**config.mk**
```make
export PLATFORM = sky130hd
export DESIGN_NAME = mac_accumulator
export DESIGN_NICKNAME = d
export VERILOG_FILES = /design/src/rtl/mac_accumulator.sv
export SDC_FILE = /design/constraint.sdc
export NUM_CORES = 1
export LEC_CHECK = 0
export CORE_MARGIN = 2
export CORE_UTILIZATION = 45
export CTS_BUF_LIST = sky130_fd_sc_hd__clkbuf_8
export DETAILED_ROUTE_END_ITERATION = 10
export GPL_TIMING_DRIVEN = 0
export PLACE_DENSITY = 0.79
export SETUP_SLACK_MARGIN = 0.3
export SLEW_MARGIN = 15
export SYNTH_ARGS = -nofsm -noshare
export SYNTH_HDL_FRONTEND = slang
export SYNTH_SLANG_ARGS = --single-unit
```
**constraint.sdc**
```tcl
create_clock -name clk -period 2.5 [get_ports clk]
set_input_delay 0.375 -clock clk [delete_from_list [all_inputs] [get_ports clk]]
set_output_delay 0.375 -clock clk [all_outputs]
set_load 0.01 [all_outputs]
```
**src/rtl/mac_accumulator.sv**
```systemverilog
// Multiply-accumulate stage: 4x4 products from a Multiplier4Bit array are summed per packet.
// Define MAC_ACCUMULATOR_SATURATE_EN to clamp the sum on overflow instead of wrapping.

module Multiplier4Bit (
   input  logic [3:0] a_i,
   input  logic [3:0] b_i,
   output logic [7:0] p_o
);

   // Each row adds one shifted partial product to the running sum of the rows above it.
   logic [7:0] row_w [0:4];

   assign row_w[0] = 8'd0;

   generate
      for (genvar gi = 0; gi < 4; gi++) begin : g_row
         assign row_w[gi+1] = row_w[gi] + ({4'b0000, a_i & {4{b_i[gi]}}} << gi);
      end
   endgenerate

   assign p_o = row_w[4];

endmodule

module mac_accumulator #(
   parameter int ACC_WIDTH = 16,
   parameter int MAX_TERMS = 16,
   parameter int CNT_WIDTH = $clog2(MAX_TERMS + 1)
) (
   input  logic                 clk,
   input  logic                 rst_n,
   input  logic                 in_valid,
   output logic                 in_ready,
   input  logic [3:0]           in_a,
   input  logic [3:0]           in_b,
   input  logic                 in_last,
   output logic                 out_valid,
   input  logic                 out_ready,
   output logic [ACC_WIDTH-1:0] out_acc,
   output logic [CNT_WIDTH-1:0] out_count,
   output logic                 out_overflow
);

   generate
      if (ACC_WIDTH < 8) begin : g_bad_acc_width
         $error("mac_accumulator: ACC_WIDTH must be at least 8");
      end
      if (MAX_TERMS < 1) begin : g_bad_max_terms
         $error("mac_accumulator: MAX_TERMS must be at least 1");
      end
   endgenerate

   typedef enum logic [1:0] {
      IDLE  = 2'd0,
      ACCUM = 2'd1,
      FLUSH = 2'd2,
      DONE  = 2'd3
   } state_t;

   localparam logic [CNT_WIDTH-1:0] CNT_ONE   = CNT_WIDTH'(1);
   localparam logic [CNT_WIDTH-1:0] LAST_TERM = CNT_WIDTH'(MAX_TERMS - 1);

   state_t                 state_q;
   logic                   in_ready_q;
   logic                   out_valid_q;
   logic [7:0]             prod_q;
   logic                   prod_v_q;
   logic                   prod_last_q;
   logic [ACC_WIDTH-1:0]   acc_q;
   logic [CNT_WIDTH-1:0]   count_q;
   logic                   ovf_q;

   logic [7:0]             product_d;
   logic [ACC_WIDTH:0]     sum_d;
   logic [ACC_WIDTH-1:0]   acc_d;
   logic                   ovf_d;
   logic [CNT_WIDTH-1:0]   terms_d;
   logic                   eff_last_d;
   logic                   accept_d;
   logic                   consume_d;

   Multiplier4Bit u_mult (
      .a_i (in_a),
      .b_i (in_b),
      .p_o (product_d)
   );

   always_comb begin
      sum_d = {1'b0, acc_q} + (ACC_WIDTH + 1)'(prod_q);
`ifdef MAC_ACCUMULATOR_SATURATE_EN
      // Once clamped, the sum stays pinned at full scale for the rest of the packet.
      acc_d = (ovf_q || sum_d[ACC_WIDTH]) ? '1 : sum_d[ACC_WIDTH-1:0];
`else
      acc_d = sum_d[ACC_WIDTH-1:0];
`endif
      ovf_d = ovf_q | sum_d[ACC_WIDTH];
      // Beats accepted so far in this packet = accumulated terms plus the one in flight.
      terms_d    = count_q + CNT_WIDTH'(prod_v_q);
      eff_last_d = in_last || (terms_d == LAST_TERM);
      accept_d   = in_valid && in_ready_q;
      consume_d  = out_valid_q && out_ready;
   end

   always_ff @(posedge clk or negedge rst_n) begin
      if (!rst_n) begin
         state_q     <= IDLE;
         in_ready_q  <= 1'b0;
         out_valid_q <= 1'b0;
         prod_q      <= '0;
         prod_v_q    <= 1'b0;
         prod_last_q <= 1'b0;
         acc_q       <= '0;
         count_q     <= '0;
         ovf_q       <= 1'b0;
      end else begin
         prod_v_q <= accept_d;
         if (accept_d) begin
            prod_q      <= product_d;
            prod_last_q <= eff_last_d;
         end

         if (prod_v_q) begin
            acc_q   <= acc_d;
            count_q <= count_q + CNT_ONE;
            ovf_q   <= ovf_d;
         end

         case (state_q)
            IDLE: begin
               in_ready_q <= 1'b1;
               if (accept_d) begin
                  if (eff_last_d) begin
                     state_q    <= FLUSH;
                     in_ready_q <= 1'b0;
                  end else begin
                     state_q <= ACCUM;
                  end
               end
            end
            ACCUM: begin
               if (accept_d && eff_last_d) begin
                  state_q    <= FLUSH;
                  in_ready_q <= 1'b0;
               end
            end
            FLUSH: begin
               // Wait for the final product to land in the accumulator before presenting.
               if (!(prod_v_q && prod_last_q)) begin
                  state_q     <= DONE;
                  out_valid_q <= 1'b1;
               end
            end
            DONE: begin
               if (consume_d) begin
                  state_q     <= IDLE;
                  out_valid_q <= 1'b0;
                  in_ready_q  <= 1'b1;
                  acc_q       <= '0;
                  count_q     <= '0;
                  ovf_q       <= 1'b0;
               end
            end
            default: begin
               state_q <= IDLE;
            end
         endcase
      end
   end

   assign in_ready     = in_ready_q;
   assign out_valid    = out_valid_q;
   assign out_acc      = acc_q;
   assign out_count    = count_q;
   assign out_overflow = ovf_q;

endmodule

```
# ---- Yosys cells after proc, flatten, opt, wreduce, memory -nomap -nowiden
# Cells that the tools add are included.
dict set report op_classes {
  addsub 6
  eq_ne 8
  muxes 23
  bitwise_logic 5
  reduce_logical 11
}
# operator count
set op_table {}
lappend op_table {{16-bit 2-to-1 mux} 3}
lappend op_table {{16-bit by 8-bit adder with 17-bit output} 1}
lappend op_table {{4-bit AND} 4}
lappend op_table {{5-bit 2-to-1 mux} 3}
lappend op_table {{2-bit 2-to-1 mux} 5}
lappend op_table {{1-bit 2-to-1 mux} 9}
lappend op_table {{7-bit by 7-bit adder with 8-bit output} 1}
lappend op_table {{2-bit inequality test (second input constant)} 4}
lappend op_table {{2-bit one-hot mux with 4 select lines} 1}
lappend op_table {{6-bit by 6-bit adder with 7-bit output} 1}
lappend op_table {{4-bit by 5-bit adder with 6-bit output} 1}
lappend op_table {{3-bit AND reduction} 2}
lappend op_table {{5-bit by 1-bit adder with 5-bit output} 1}
lappend op_table {{5-bit by 1-bit adder with 5-bit output (second input constant)} 1}
lappend op_table {{5-bit by 4-bit == test with 1-bit output (second input constant)} 1}
lappend op_table {{2-bit == test (second input constant)} 2}
lappend op_table {{1-bit logical AND} 4}
lappend op_table {{4-bit AND reduction} 1}
lappend op_table {{1-bit one-hot mux with 3 select lines} 1}
lappend op_table {{3-bit nonzero test} 1}
lappend op_table {{2-bit by 1-bit == test with 1-bit output (second input constant)} 1}
lappend op_table {{2-bit logical NOT} 1}
lappend op_table {{1-bit one-hot mux with 2 select lines} 1}
lappend op_table {{2-bit nonzero test} 1}
lappend op_table {{other kinds (2)} 2}
dict set report word_totals {
  reg_bits 36
  output_inout_bits 24
  word_cells 62
}

# ---- Depth between registers and ports, before layout
# Gate-level depths: netlist of the first run.
dict set report logic_depth {
  ltp_word 6
  depth_mapped 12
  ltp_nobuf 12
}

# ---- Hierarchy
# From an unflattened synthesis of the first run, not the netlist that was laid out.
dict set report unflattened {
  cells_unflattened 258
  area_unflattened_um2 2516.2
}
# mod n_inst cells_per_inst area_each_um2
set by_module_without_submodules {}
lappend by_module_without_submodules {mac_accumulator 1 212 2113.3}
lappend by_module_without_submodules {Multiplier4Bit 1 46 402.9}

# ---- Worst setup path before layout of the first run
# OpenSTA, ideal clock, no wires.
dict set report synth_path {
  path_kind {input port to flip-flop}
  startpoint {in in_b[3]}
  endpoint {reg prod_q[7]}
  setup_time_ns 0.135
  arrival_ns 2.506
  t_required_ns 2.365
  slack_ns -0.142
  path_stages 12
  path_cell_list {nand2_1 fa_1 fa_1 inv_1 ha_1 inv_1 fa_1 inv_1 a21o_1 a21oi_1 xor2_1 o21ai_0}
}
dict set report synth_between {
  elab_chain_len 2
}
# element line
set synth_rtl {}
lappend synth_rtl {{start, declared} 35} ;# input logic [3:0] in_b,
lappend synth_rtl {{4-bit AND} 17} ;# assign row_w[gi+1] = row_w[gi] + ({4'b0000, a_i & {4{b_i[gi]}}} << gi);
lappend synth_rtl {{7-bit by 7-bit adder with 8-bit output} 17}
lappend synth_rtl {{end signal, assigned} 118} ;# prod_q <= product_d;
lappend synth_rtl {{end, declared} 66} ;# logic [7:0] prod_q;
# Every way passes these cells.
# A chain may end at the register's enable or synchronous reset.

# ---- Final worst setup path of the first run
dict set report layout_path {
  startpoint {in in_a[1]}
  endpoint {reg prod_q[5]}
}
dict set report layout_between {
  elab_chain_len 4
  elab_cells_between_ends 7
  cone_classes {add/sub: 3; bitwise: 4}
}
# element line
set layout_rtl {}
lappend layout_rtl {{start, declared} 34} ;# input logic [3:0] in_a,
lappend layout_rtl {{4-bit AND} 17}
lappend layout_rtl {{4-bit by 5-bit adder with 6-bit output} 17}
lappend layout_rtl {{6-bit by 6-bit adder with 7-bit output} 17}
lappend layout_rtl {{7-bit by 7-bit adder with 8-bit output *} 17}
# Mark *: on every way between the ends. The rest lies on a longest branch, timed or not.

==> flow_summary.json, run 1 <==
{
  "netlist_area_mm2": 0.00247,
  "crit_family": "adder cells",
  "place_ws_ns": -0.812,
  "seqCellArea_um2": 901,
  "die_x_um": 78.2,
  "yosysWarnings": 0,
  "pwr-share-clk_pct": 38.7,
  "synthArstFlopShare_pct": 100,
  "r2r_start": "out_acc[0]",
  "tightest_slew_ns": 0.579,
  "ys_types": 42,
  "antenna_found_initial": 0,
  "cts_root_buffer": "clkbuf_8",
  "fin_area_mm2": 0.00316,
  "finalWorstSetupSlack_ns": 0.140,
  "cts.clk_slew.worst_paths_ns": 0.07,
  "clock_skew_ns": 0.00793,
  "initial_core_util_pct": 45.8,
  "rsz0062_at_grt": "yes",
  "ys_seq_area_share_pct": 36.4,
  "p_leak_uw": 0.00141,
  "rows": 27,
  "met3_usage_pct": 3.79,
  "grt_busiest_layer": "met2",
  "critPathRequiredTime_ns": 2.71,
  "dpl_cell_area_mm2": 0.00297,
  "rr_worst_depth": 8,
  "endpoint_kind": "flip-flop",
  "cts_tree": "built",
  "cpMostUsedCell": "fa_1",
  "comb_power_share_pct": 11.2,
  "crit_arrival_ns": 2.57,
  "die_area_mm2": 0.00611,
  "slew_viol_final": 0,
  "vias": 2069,
  "port_buffers": 36,
  "maxCapViolCount": 0,
  "grt_pass1_vias": 2024,
  "startpoint_type": "primary input",
  "drtIter0Drc": 112,
  "met1_usage_pct": 22.9,
  "power.density_mw_per_mm2": 367,
  "max_clock_freq_ghz": 0.424,
  "drive_gt1_share_pct": 15.6,
  "track_usage_pct": 18.9,
  "outcome": "finished clean",
  "hold_depth": 3,
  "synthCells": 255,
  "die_y_um": 78.2,
  "vias_per_cell": 5.46,
  "setup-tns-final_ns": 0,
  "crit_chain": "buf_8, nand2_8, fa_1, fa_1, inv_1, ha_2, inv_2, fa_2, buf_4, buf_6, xor2_1, o21ai_1",
  "syn2layout_area_growth_pct": 27.9,
  "grt_first_pass_wirelength_um": 9270,
  "cts_max_level": 2,
  "min_period_ns": 2.36,
  "critPathMaxFanout": 4,
  "netSwitchingFraction_pct": 23.3,
  "max_stage_delay_ns": 0.54,
  "wl_um": 5390,
  "synth.avg_cell_area_um2": 9.71,
  "overflow": 0,
  "ys.flop_type": "dfrtp_1",
  "p_seq_share_pct": 50.1,
  "clock-sinks": 36,
  "syn-num-nets": 299,
  "hold_end": "prod_q[0]",
  "io_pins": 37,
  "crit_buf_inv": 5,
  "final_util_pct": 58.5,
  "regToRegSetupSlack_ns": 0.39,
  "firstDrtPassIters": 4,
  "slowest_stage": "fa_1",
  "setup_viol": 0,
  "cts_buffers": 5,
  "gp_congestion": 0.851,
  "cts_buffer_depth": 2,
  "wl_per_cell_um": 14.2,
  "grt_util_met2_pct": 33.9,
  "nFillCells": 489,
  "p_sw_uw": 271,
  "r2r_end": "out_acc[10]",
  "hold_class": "in2reg",
  "fin_crit_sh_pct": 94.4,
  "final-hold-violation-count": 0,
  "synth_edf_count": 0,
  "internal_power_uw": 892,
  "ant_nets": 0,
  "hpwl_um": 3990,
  "multi_input_area_mm2": 0.00157,
  "critPathKind": "in2reg",
  "fin_nets": 351,
  "min_from": "in_b[0]",
  "max_slew_margin_pct": 61.4,
  "core_area_mm2": 0.00541,
  "drc": 0,
  "ir_drop_mv": 0.194,
  "clk_latency_ns": 0.29,
  "grt_max_degree": 33,
  "n_antenna_cell": 0,
  "ys_seq_elements": 36
}
## repair_timing
action | CTS | global route
pin swaps | 7 | 6
hold endpoints to repair | 4 | 0
hold buffers | 1 | 0
buffers inserted | 1 | 6
resized for setup | 42 | 10
setup endpoints to repair | 5 | 9
## cell usage after synthesis (4+ instances only)
cell | n | area share [%]
ha_1 | 25 | 13
clkbuf_1 | 6 | 0.91
o211ai_1 | 5 | 1.5
o21ai_0 | 9 | 1.8
and2_1 | 12 | 3.0
o2111ai_1 | 4 | 1.4
fa_1 | 6 | 4.9
a21o_1 | 5 | 1.5
nor2_1 | 16 | 2.4
nand2_1 | 32 | 4.9
dfrtp_1 | 36 | 36
a21oi_1 | 12 | 2.4
inv_1 | 12 | 1.8
mux2i_1 | 9 | 3.6
mux2_2 | 5 | 2.3
o21ai_1 | 4 | 0.81
nand3_1 | 5 | 1.0
xor2_1 | 12 | 4.2
## area by class of cell
type                       instances  share of cell area, %
clock buffer                       7                   3.04
multi-input combinational        199                   49.5
buffer                             7                  0.830
tap                               72                   2.85
sequential                        36                   28.5
inverter                          13                   1.54
timing repair buffer              45                   13.8
## kinds of logic after synthesis
logic type / Yosys count / synth area share [%]
AOI/OAI and AO/OA: 57 / 15.6
xor gates and xnor gates: 15 / 5.31
adders and majority gates: 31 / 17.5
buffers and inverters: 20 / 3.03
DFF: 36 / 36.4
muxes: 15 / 6.37
and+or+nand+nor: 81 / 15.8
## cell usage in the layout (no fill, tap or decap), types with 3 or more instances in the layout
cell	instances
and3_1	3
ha_1	22
nor2_1	16
o31ai_1	3
o211ai_1	5
o2111ai_1	4
inv_1	10
o21ai_0	7
xor2_1	12
xnor2_1	3
mux2_2	5
clkbuf_1	5
clkdlybuf4s50_1	27
nand2_1	29
and2_1	11
a21oi_2	3
a21o_1	5
fa_1	4
nand4_1	3
nand3_1	5
dfrtp_1	36
and4_1	3
a21oi_1	9
inv_2	3
o21ai_1	6
buf_4	8
clkbuf_8	7
mux2i_1	9
## worst min-delay path, stage by stage
cell and delay (ns):
clkbuf_2 0.11, nand2_1 0.07, o21ai_0 0.06
## worst max path at each step
stage               slack (ns)     from   endpoint  depth (start not counted)
finish                    0.14  in_a[1]  prod_q[5]                         12
global route              0.03  in_a[1]  prod_q[7]                         13
CTS                       0.14  in_a[1]  prod_q[7]                         13
detailed placement       -0.81  in_a[1]  prod_q[7]                         13
global placement         -0.79  in_a[1]  prod_q[7]                         13
floorplan                -0.03  in_a[1]  prod_q[7]                         12
## routing by layer
layer | part of all wire (%) | vias to the layer above | routed length (µm)
li1 | - | 1002 | -
met1 | 42 | 1007 | 2290
met2 | 52 | 49 | 2780
met3 | 4.2 | 11 | 228
met4 | 1.8 | 0 | 95
met5 | 0 | - | 0
## power groups by stage
| stage | combinational, µW | clock (µW) | sequential (µW) |
|---|---|---|---|
| 6_report | 131 | 450 | 582 |
| 5_1_grt | 154 | 486 | 582 |
| 4_1_cts | 128 | 457 | 582 |
| 3_5_place_dp | 115 | 0 | 593 |
| 3_3_place_gp | 109 | 0 | 593 |
| 2_1_floorplan | 62.4 | 0 | 593 |
## stage by stage
| stage | power [µW] | hold slack [ns] | std cells |
|---|---|---|---|
| 2_1_floorplan | 656 | 0.0794 | 255 |
| 3_3_place_gp | 702 | 0.469 | 363 |
| 3_5_place_dp | 708 | 0.212 | 364 |
| 4_1_cts | 1170 | 0.385 | 373 |
| 5_1_grt | 1220 | 0.405 | 379 |
| 6_report | 1160 | 0.373 | 379 |
## registers in the layout (all words and copies together) (netlist names)
signal        flops
prod_q            8
in_ready          1
out_valid         1
prod_v_q          1
out_acc          16
out_count         5
state_q           2
out_overflow      1
prod_last_q       1
(Power assumes the default switching activity.)
==> run 2: changes to the inputs <==
ABC_AREA = 1   (was unset)
CORE_MARGIN = unset   (was 2)
==> run 2 against run 1 <==
- flip-flop and latch count did not move
- non-clock buffer count fell by 6
- worst hold slack got worse by 0.38 ns
- first-iteration DRC count fell by 32%
- combinational power rose to 17 times the previous value
- clock-buffer cell count fell by 2
- critical path type unchanged
- the run now ends with hold timing left
- synthesized area rose by 8.3%
- cell count rose by 25%
==> flow_summary.json, run 2 <==
{
  "final-hold-violation-count": 2,
  "crit_arrival_ns": 2.46,
  "vias": 2419,
  "die_area_mm2": 0.00627,
  "crit_chain": "buf_8, nand2_8, fa_1, fa_1, inv_1, ha_2, inv_2, fa_2, inv_2, nand3_2, nand2_2, xnor2_2, o21ai_1",
  "netlist_area_mm2": 0.00268,
  "drtIter0Drc": 76,
  "antenna_found_initial": 0,
  "synth.avg_cell_area_um2": 7.57,
  "fin_cells": 475,
  "hpwl_um": 4490,
  "fin_nets": 446,
  "violations": "hold timing",
  "critPathRequiredTime_ns": 2.66,
  "largest_register_ffs": 16,
  "yosysMostFrequentCell": "nand2_1",
  "yosysTopAreaCell": "dfrtp_1",
  "outcome": "complete, but fails checks",
  "drive_gt1_share_pct": 17.1,
  "firstDrtPassIters": 4,
  "ir_drop_mv": 0.473,
  "slew_viol_final": 0,
  "drc": 0,
  "startpoint_type": "primary input",
  "rsz0062_at_grt": "yes",
  "critPathKind": "in2reg",
  "clock-sinks": 36,
  "nFillCells": 532,
  "maxCapViolCount": 0,
  "layout_commonest_cell": "nand2_1",
  "slowest_stage": "fa_1",
  "worst-path-stages": 13,
  "synth_common_cells": "nand2_1 (92), inv_1 (56), dfrtp_1 (36)",
  "cts_root_buffer": "clkbuf_8",
  "max_stage_delay_ns": 0.54,
  "clk_latency_ns": 0.29,
  "io_pins": 37,
  "endpoint_kind": "flip-flop",
  "rr_worst_depth": 11,
  "r2r_end": "out_acc[14]",
  "grt_pass1_vias": 2316,
  "tightest_slew_ns": 0.381,
  "final_cell_mix": "nand2_1 (88), inv_1 (54), dfrtp_1 (36), nor2_1 (29), clkdlybuf4s50_1 (27)",
  "place_ws_ns": -0.765,
  "setup-tns-final_ns": 0,
  "synthArstFlopShare_pct": 100,
  "r2r_start": "out_acc[0]",
  "overflow": 0,
  "ant_nets": 0,
  "rows": 27,
  "vias_per_cell": 5.09,
  "yosysTopAreaCellShare_pct": 33.6,
  "finalWorstSetupSlack_ns": 0.199,
  "max_clock_freq_ghz": 0.435,
  "ys_types": 35,
  "cts_buffer_depth": 2,
  "syn2layout_area_growth_pct": 25.8,
  "ys_seq_elements": 36,
  "port_buffers": 36,
  "syn-num-nets": 398,
  "whs_ns": -0.00436,
  "cts_buffers": 5,
  "ys_seq_area_share_pct": 33.6,
  "wl_per_cell_um": 12.0,
  "gp_congestion": 0.832,
  "crit_family": "adder cells",
  "die_x_um": 79.2,
  "fin_crit_sh_pct": 92.0,
  "core_area_mm2": 0.00561,
  "cts_max_level": 2,
  "wl_um": 5710,
  "dp_cells": 463,
  "die_y_um": 79.2,
  "synth_edf_count": 0,
  "initial_core_util_pct": 47.8,
  "n_antenna_cell": 0,
  "max_slew_margin_pct": 74.4,
  "yosys-top-cells-area": "dfrtp_1 (34%), nand2_1 (13%), ha_1 (12%)",
  "p_leak_uw": 0.00177,
  "grt_max_degree": 23,
  "grt_first_pass_wirelength_um": 9940,
  "crit_buf_inv": 4,
  "cts_tree": "built",
  "track_usage_pct": 20.0,
  "cts.clk_slew.worst_paths_ns": 0.08,
  "critPathMaxFanout": 3,
  "hold_class": "in2async",
  "yosysWarnings": 0,
  "synthCells": 354,
  "p_total_uw": 3790,
  "ys.flop_type": "dfrtp_1",
  "power.density_mw_per_mm2": 1130,
  "min_period_ns": 2.30,
  "setup_viol": 0,
  "clock_skew_ns": 0.00736,
  "regToRegSetupSlack_ns": 0.64,
  "final_util_pct": 60.1
}
-- run 2: cell types whose count changed after synthesis, sizes merged, moves of 5 or more --
cell / delta
mux2: -6
a21oi: +5
and2: -12
inv: +45
mux2i: -9
nor3: +5
xor2: -9
clkbuf: -5
nor2: +16
nand2: +72
nand3: +19
o21ai: +5
-- run 2: cells by family after synthesis --
group / Yosys count / synth area share (%)
flip-flops: 36 / 33.6
AND/OR/NAND/NOR: 172 / 29.3
adder cells (fa/ha/maj): 31 / 16.2
buffers and inverters: 65 / 9.34
AO/OA/AOI/OAI: 46 / 10.3
XOR/XNOR: 4 / 1.31
-- run 2: area by class of cell --
class | instances | area [µm²] | area share [%]
flip-flops and latches | 36 | 901 | 26.7
well taps | 72 | 90.1 | 2.67
plain buffers | 5 | 23.8 | 0.705
repair buffers | 41 | 410 | 12.2
clock buffers | 5 | 68.8 | 2.04
inverters | 60 | 226 | 6.72
multi-input cells | 253 | 1610 | 47.7
clock inverters | 3 | 42.5 | 1.26
-- run 2: timing repair --
item	CTS	global route
buffers inserted	4	0
setup endpoints to repair	5	4
pin swaps	6	5
hold buffers	0	0
gates resized for setup	41	10
-- run 2: report_power, final --
part,internal (µW),switching [µW],total (µW)
combinational,958,1260,2210
sequential,831,240,1070
clock,295,215,511
-- run 2: worst max path at each step --
stage / from / end
after CTS: in_a[1] / prod_q[7]
after floorplan: in_a[1] / prod_q[7]
final: in_a[1] / prod_q[7]
after global placement: in_a[1] / prod_q[7]
after detailed placement: in_a[1] / prod_q[7]
after global routing: in_a[3] / prod_q[6]
-- run 2: stage by stage --
stage | cell area (µm²) | hold WS (ns)
CTS | 3340 | 0.00130
floorplan | 2700 | 0.0794
detailed placement | 3170 | 0.316
global route | 3370 | 0.0228
finish | 3370 | -0.00436
global placement | 3150 | 0.472
-- run 2: worst reg2reg max path, cell delays in order (launching register included) --
cell	delay, ns
dfrtp_1	0.41
ha_1	0.26
fa_1	0.43
nand3_2	0.11
nand2_2	0.08
nand2_2	0.08
nand2_4	0.07
nand3_2	0.10
clkinv_1	0.07
nand3_1	0.06
nand2_1	0.06
nor2_2	0.06
-- run 2: per-layer routing --
| layer | vias to the layer above | routed length (µm) | global-route usage [%] |
|---|---|---|---|
| met1 | 1118 | 2340 | 23.2 |
| met2 | 72 | 3020 | 37.1 |
| met5 | - | 0 | 0 |
| met4 | 0 | 41 | 6.73 |
| li1 | 1223 | - | - |
| met3 | 6 | 308 | 2.87 |
==> run 3: changes to the inputs <==
CORE_UTILIZATION = 49   (was 45)
PLACE_DENSITY = 0.84   (was 0.79)
==> run 3 against run 2 <==
- the flow now finishes without violations
- cell count shrank 0.21%
- maximum frequency shrank 0.73%
- non-clock buffer count is 1 higher
- sequential power about the same
- global-route usage up 1.7 points
- sequential share of layout area barely moved
- largest cell class unchanged
- critical path type unchanged
- critical path depth is the same
==> flow_summary.json, run 3 (synthesis results as in run 2) <==
{
  "fin_nets": 447,
  "grt_max_degree": 25,
  "ir_drop_mv": 0.410,
  "io_pins": 37,
  "p_leak_uw": 0.00178,
  "cts_max_level": 2,
  "final_cell_mix": "nand2_1 (87), inv_1 (54), dfrtp_1 (36), nor2_1 (29), clkdlybuf4s50_1 (27)",
  "grt_first_pass_wirelength_um": 10100,
  "crit_start": "in_a[2]",
  "dpl_cell_area_mm2": 0.00317,
  "critPathKind": "in2reg",
  "p_sw_uw": 1720,
  "ant_nets": 0,
  "wl_um": 5710,
  "outcome": "finished clean",
  "hpwl_um": 4490,
  "p_seq_share_pct": 28.9,
  "final-hold-violation-count": 0,
  "rows": 26,
  "fin_area_mm2": 0.00337,
  "die_y_um": 76.0,
  "startpoint_type": "primary input",
  "internal_power_uw": 1990,
  "power.density_mw_per_mm2": 1100,
  "largest_register_ffs": 16,
  "setup-tns-final_ns": 0,
  "die_area_mm2": 0.00577,
  "fin_crit_sh_pct": 92.7,
  "firstDrtPassIters": 5,
  "die_x_um": 76.0,
  "crit_arrival_ns": 2.49,
  "nFillCells": 434,
  "initial_core_util_pct": 51.8,
  "slew_viol_final": 0,
  "multi_input_area_mm2": 0.00161,
  "hold_class": "in2reg",
  "wl_per_cell_um": 12.0,
  "vias": 2423,
  "cts_buffer_depth": 2,
  "min_period_ns": 2.32,
  "max_slew_margin_pct": 69.4,
  "cts.clk_slew.worst_paths_ns": 0.07,
  "n_antenna_cell": 0,
  "comb_power_share_pct": 60.3,
  "drive_gt1_share_pct": 17.3,
  "maxCapViolCount": 0,
  "cts_tree": "built",
  "layout_commonest_cell": "nand2_1",
  "syn2layout_area_growth_pct": 25.8,
  "cts_root_buffer": "clkbuf_8",
  "min_from": "in_a[0]",
  "setup_viol": 0,
  "tightest_slew_ns": 0.456,
  "clock-sinks": 36,
  "cts_buffers": 5,
  "core_area_mm2": 0.00517,
  "vias_per_cell": 5.11,
  "rsz0062_at_grt": "yes",
  "netSwitchingFraction_pct": 46.4,
  "critPathMaxFanout": 2,
  "clk_latency_ns": 0.28,
  "seqCellArea_um2": 901,
  "r2r_start": "out_acc[0]",
  "drtIter0Drc": 171,
  "overflow": 0,
  "port_buffers": 36,
  "track_usage_pct": 21.7,
  "max_clock_freq_ghz": 0.431,
  "drc": 0,
  "grt_pass1_vias": 2413,
  "clock_skew_ns": 0.00587,
  "critPathRequiredTime_ns": 2.67,
  "pwr-share-clk_pct": 10.8,
  "antenna_found_initial": 0,
  "gp_congestion": 0.870,
  "endpoint_kind": "flip-flop"
}
run 3: changes by cell type in the layout (fill, tap and decap cells not counted), sizes merged:
cell | previous run | this run
clkinvlp | 1 | 0
bufinv | 1 | 0
dlygate4sd2 | 1 | 0
dlygate4sd3 | 0 | 1
clkbuf | 7 | 8
clkinv | 3 | 5
run 3: final timing paths:
check                        endpoint  slack, ns  cells past startpoint
max in group asynchronous  out_acc[2]       1.56                      3
min in group asynchronous  out_acc[5]       0.52                      2
max                         prod_q[7]       0.18                     13
max reg2reg                out_acc[6]       0.65                      9
min reg2reg                 prod_q[3]       0.50                      2
min                         prod_q[0]       0.38                      3
run 3: metal layers:
| layer | wire [µm] | GRT usage, % | part of all wire (%) |
|---|---|---|---|
| met5 | 0 | 0 | 0 |
| met2 | 3030 | 40.4 | 53 |
| met1 | 2430 | 24.8 | 43 |
| met3 | 175 | 3.98 | 3.1 |
| met4 | 77 | 7.31 | 1.3 |
run 3: power by group through the flow:
| stage | combinational (µW) | clock, µW | sequential (µW) |
|---|---|---|---|
| finish | 2240 | 400 | 1070 |
| global route | 2530 | 445 | 1120 |
| CTS | 2230 | 412 | 1080 |
| detailed placement | 2190 | 0 | 1090 |
| global placement | 2100 | 0 | 1080 |
| floorplan | 1470 | 0 | 1100 |
run 3: cell type report:
cell class | count | area share, %
multi-input cells | 253 | 47.9
flip-flops and latches | 36 | 26.7
repair buffers | 42 | 12.8
inverters | 60 | 6.72
well taps | 70 | 2.60
clock buffers | 5 | 2.04
plain buffers | 5 | 0.705
clock inverters | 3 | 0.557
run 3: timing repair:
action	4_1_cts	5_1_grt
hold buffers	1	0
buffers inserted	4	0
endpoints found under the hold margin	12	0
setup endpoints to repair	5	4
pin swaps	7	8
gates resized for setup	47	12
run 3: worst max-delay path, stage by stage:
cell and delay [ns]:
buf_8 0.08, nand2_4 0.05, fa_1 0.56, fa_1 0.41, inv_1 0.07, ha_2 0.18
inv_2 0.04, fa_2 0.32, inv_2 0.07, nand3_2 0.06, nand2_2 0.09, xnor2_2 0.11
o21ai_1 0.08
run 3: through the flow:
step / setup WS [ns] / hold slack, ns / total power, µW / util [%] / instances
floorplan: 0.0790 / 0.0794 / 2570 / - / 354
global placement: -0.680 / 0.472 / 3180 / 60.9 / 460
detailed placement: -0.741 / 0.298 / 3270 / 61.3 / 461
CTS: 0.122 / 0.387 / 3720 / 64.7 / 474
global route: 0.0977 / 0.378 / 4090 / 65.2 / 474
finish: 0.182 / 0.376 / 3710 / 65.2 / 474
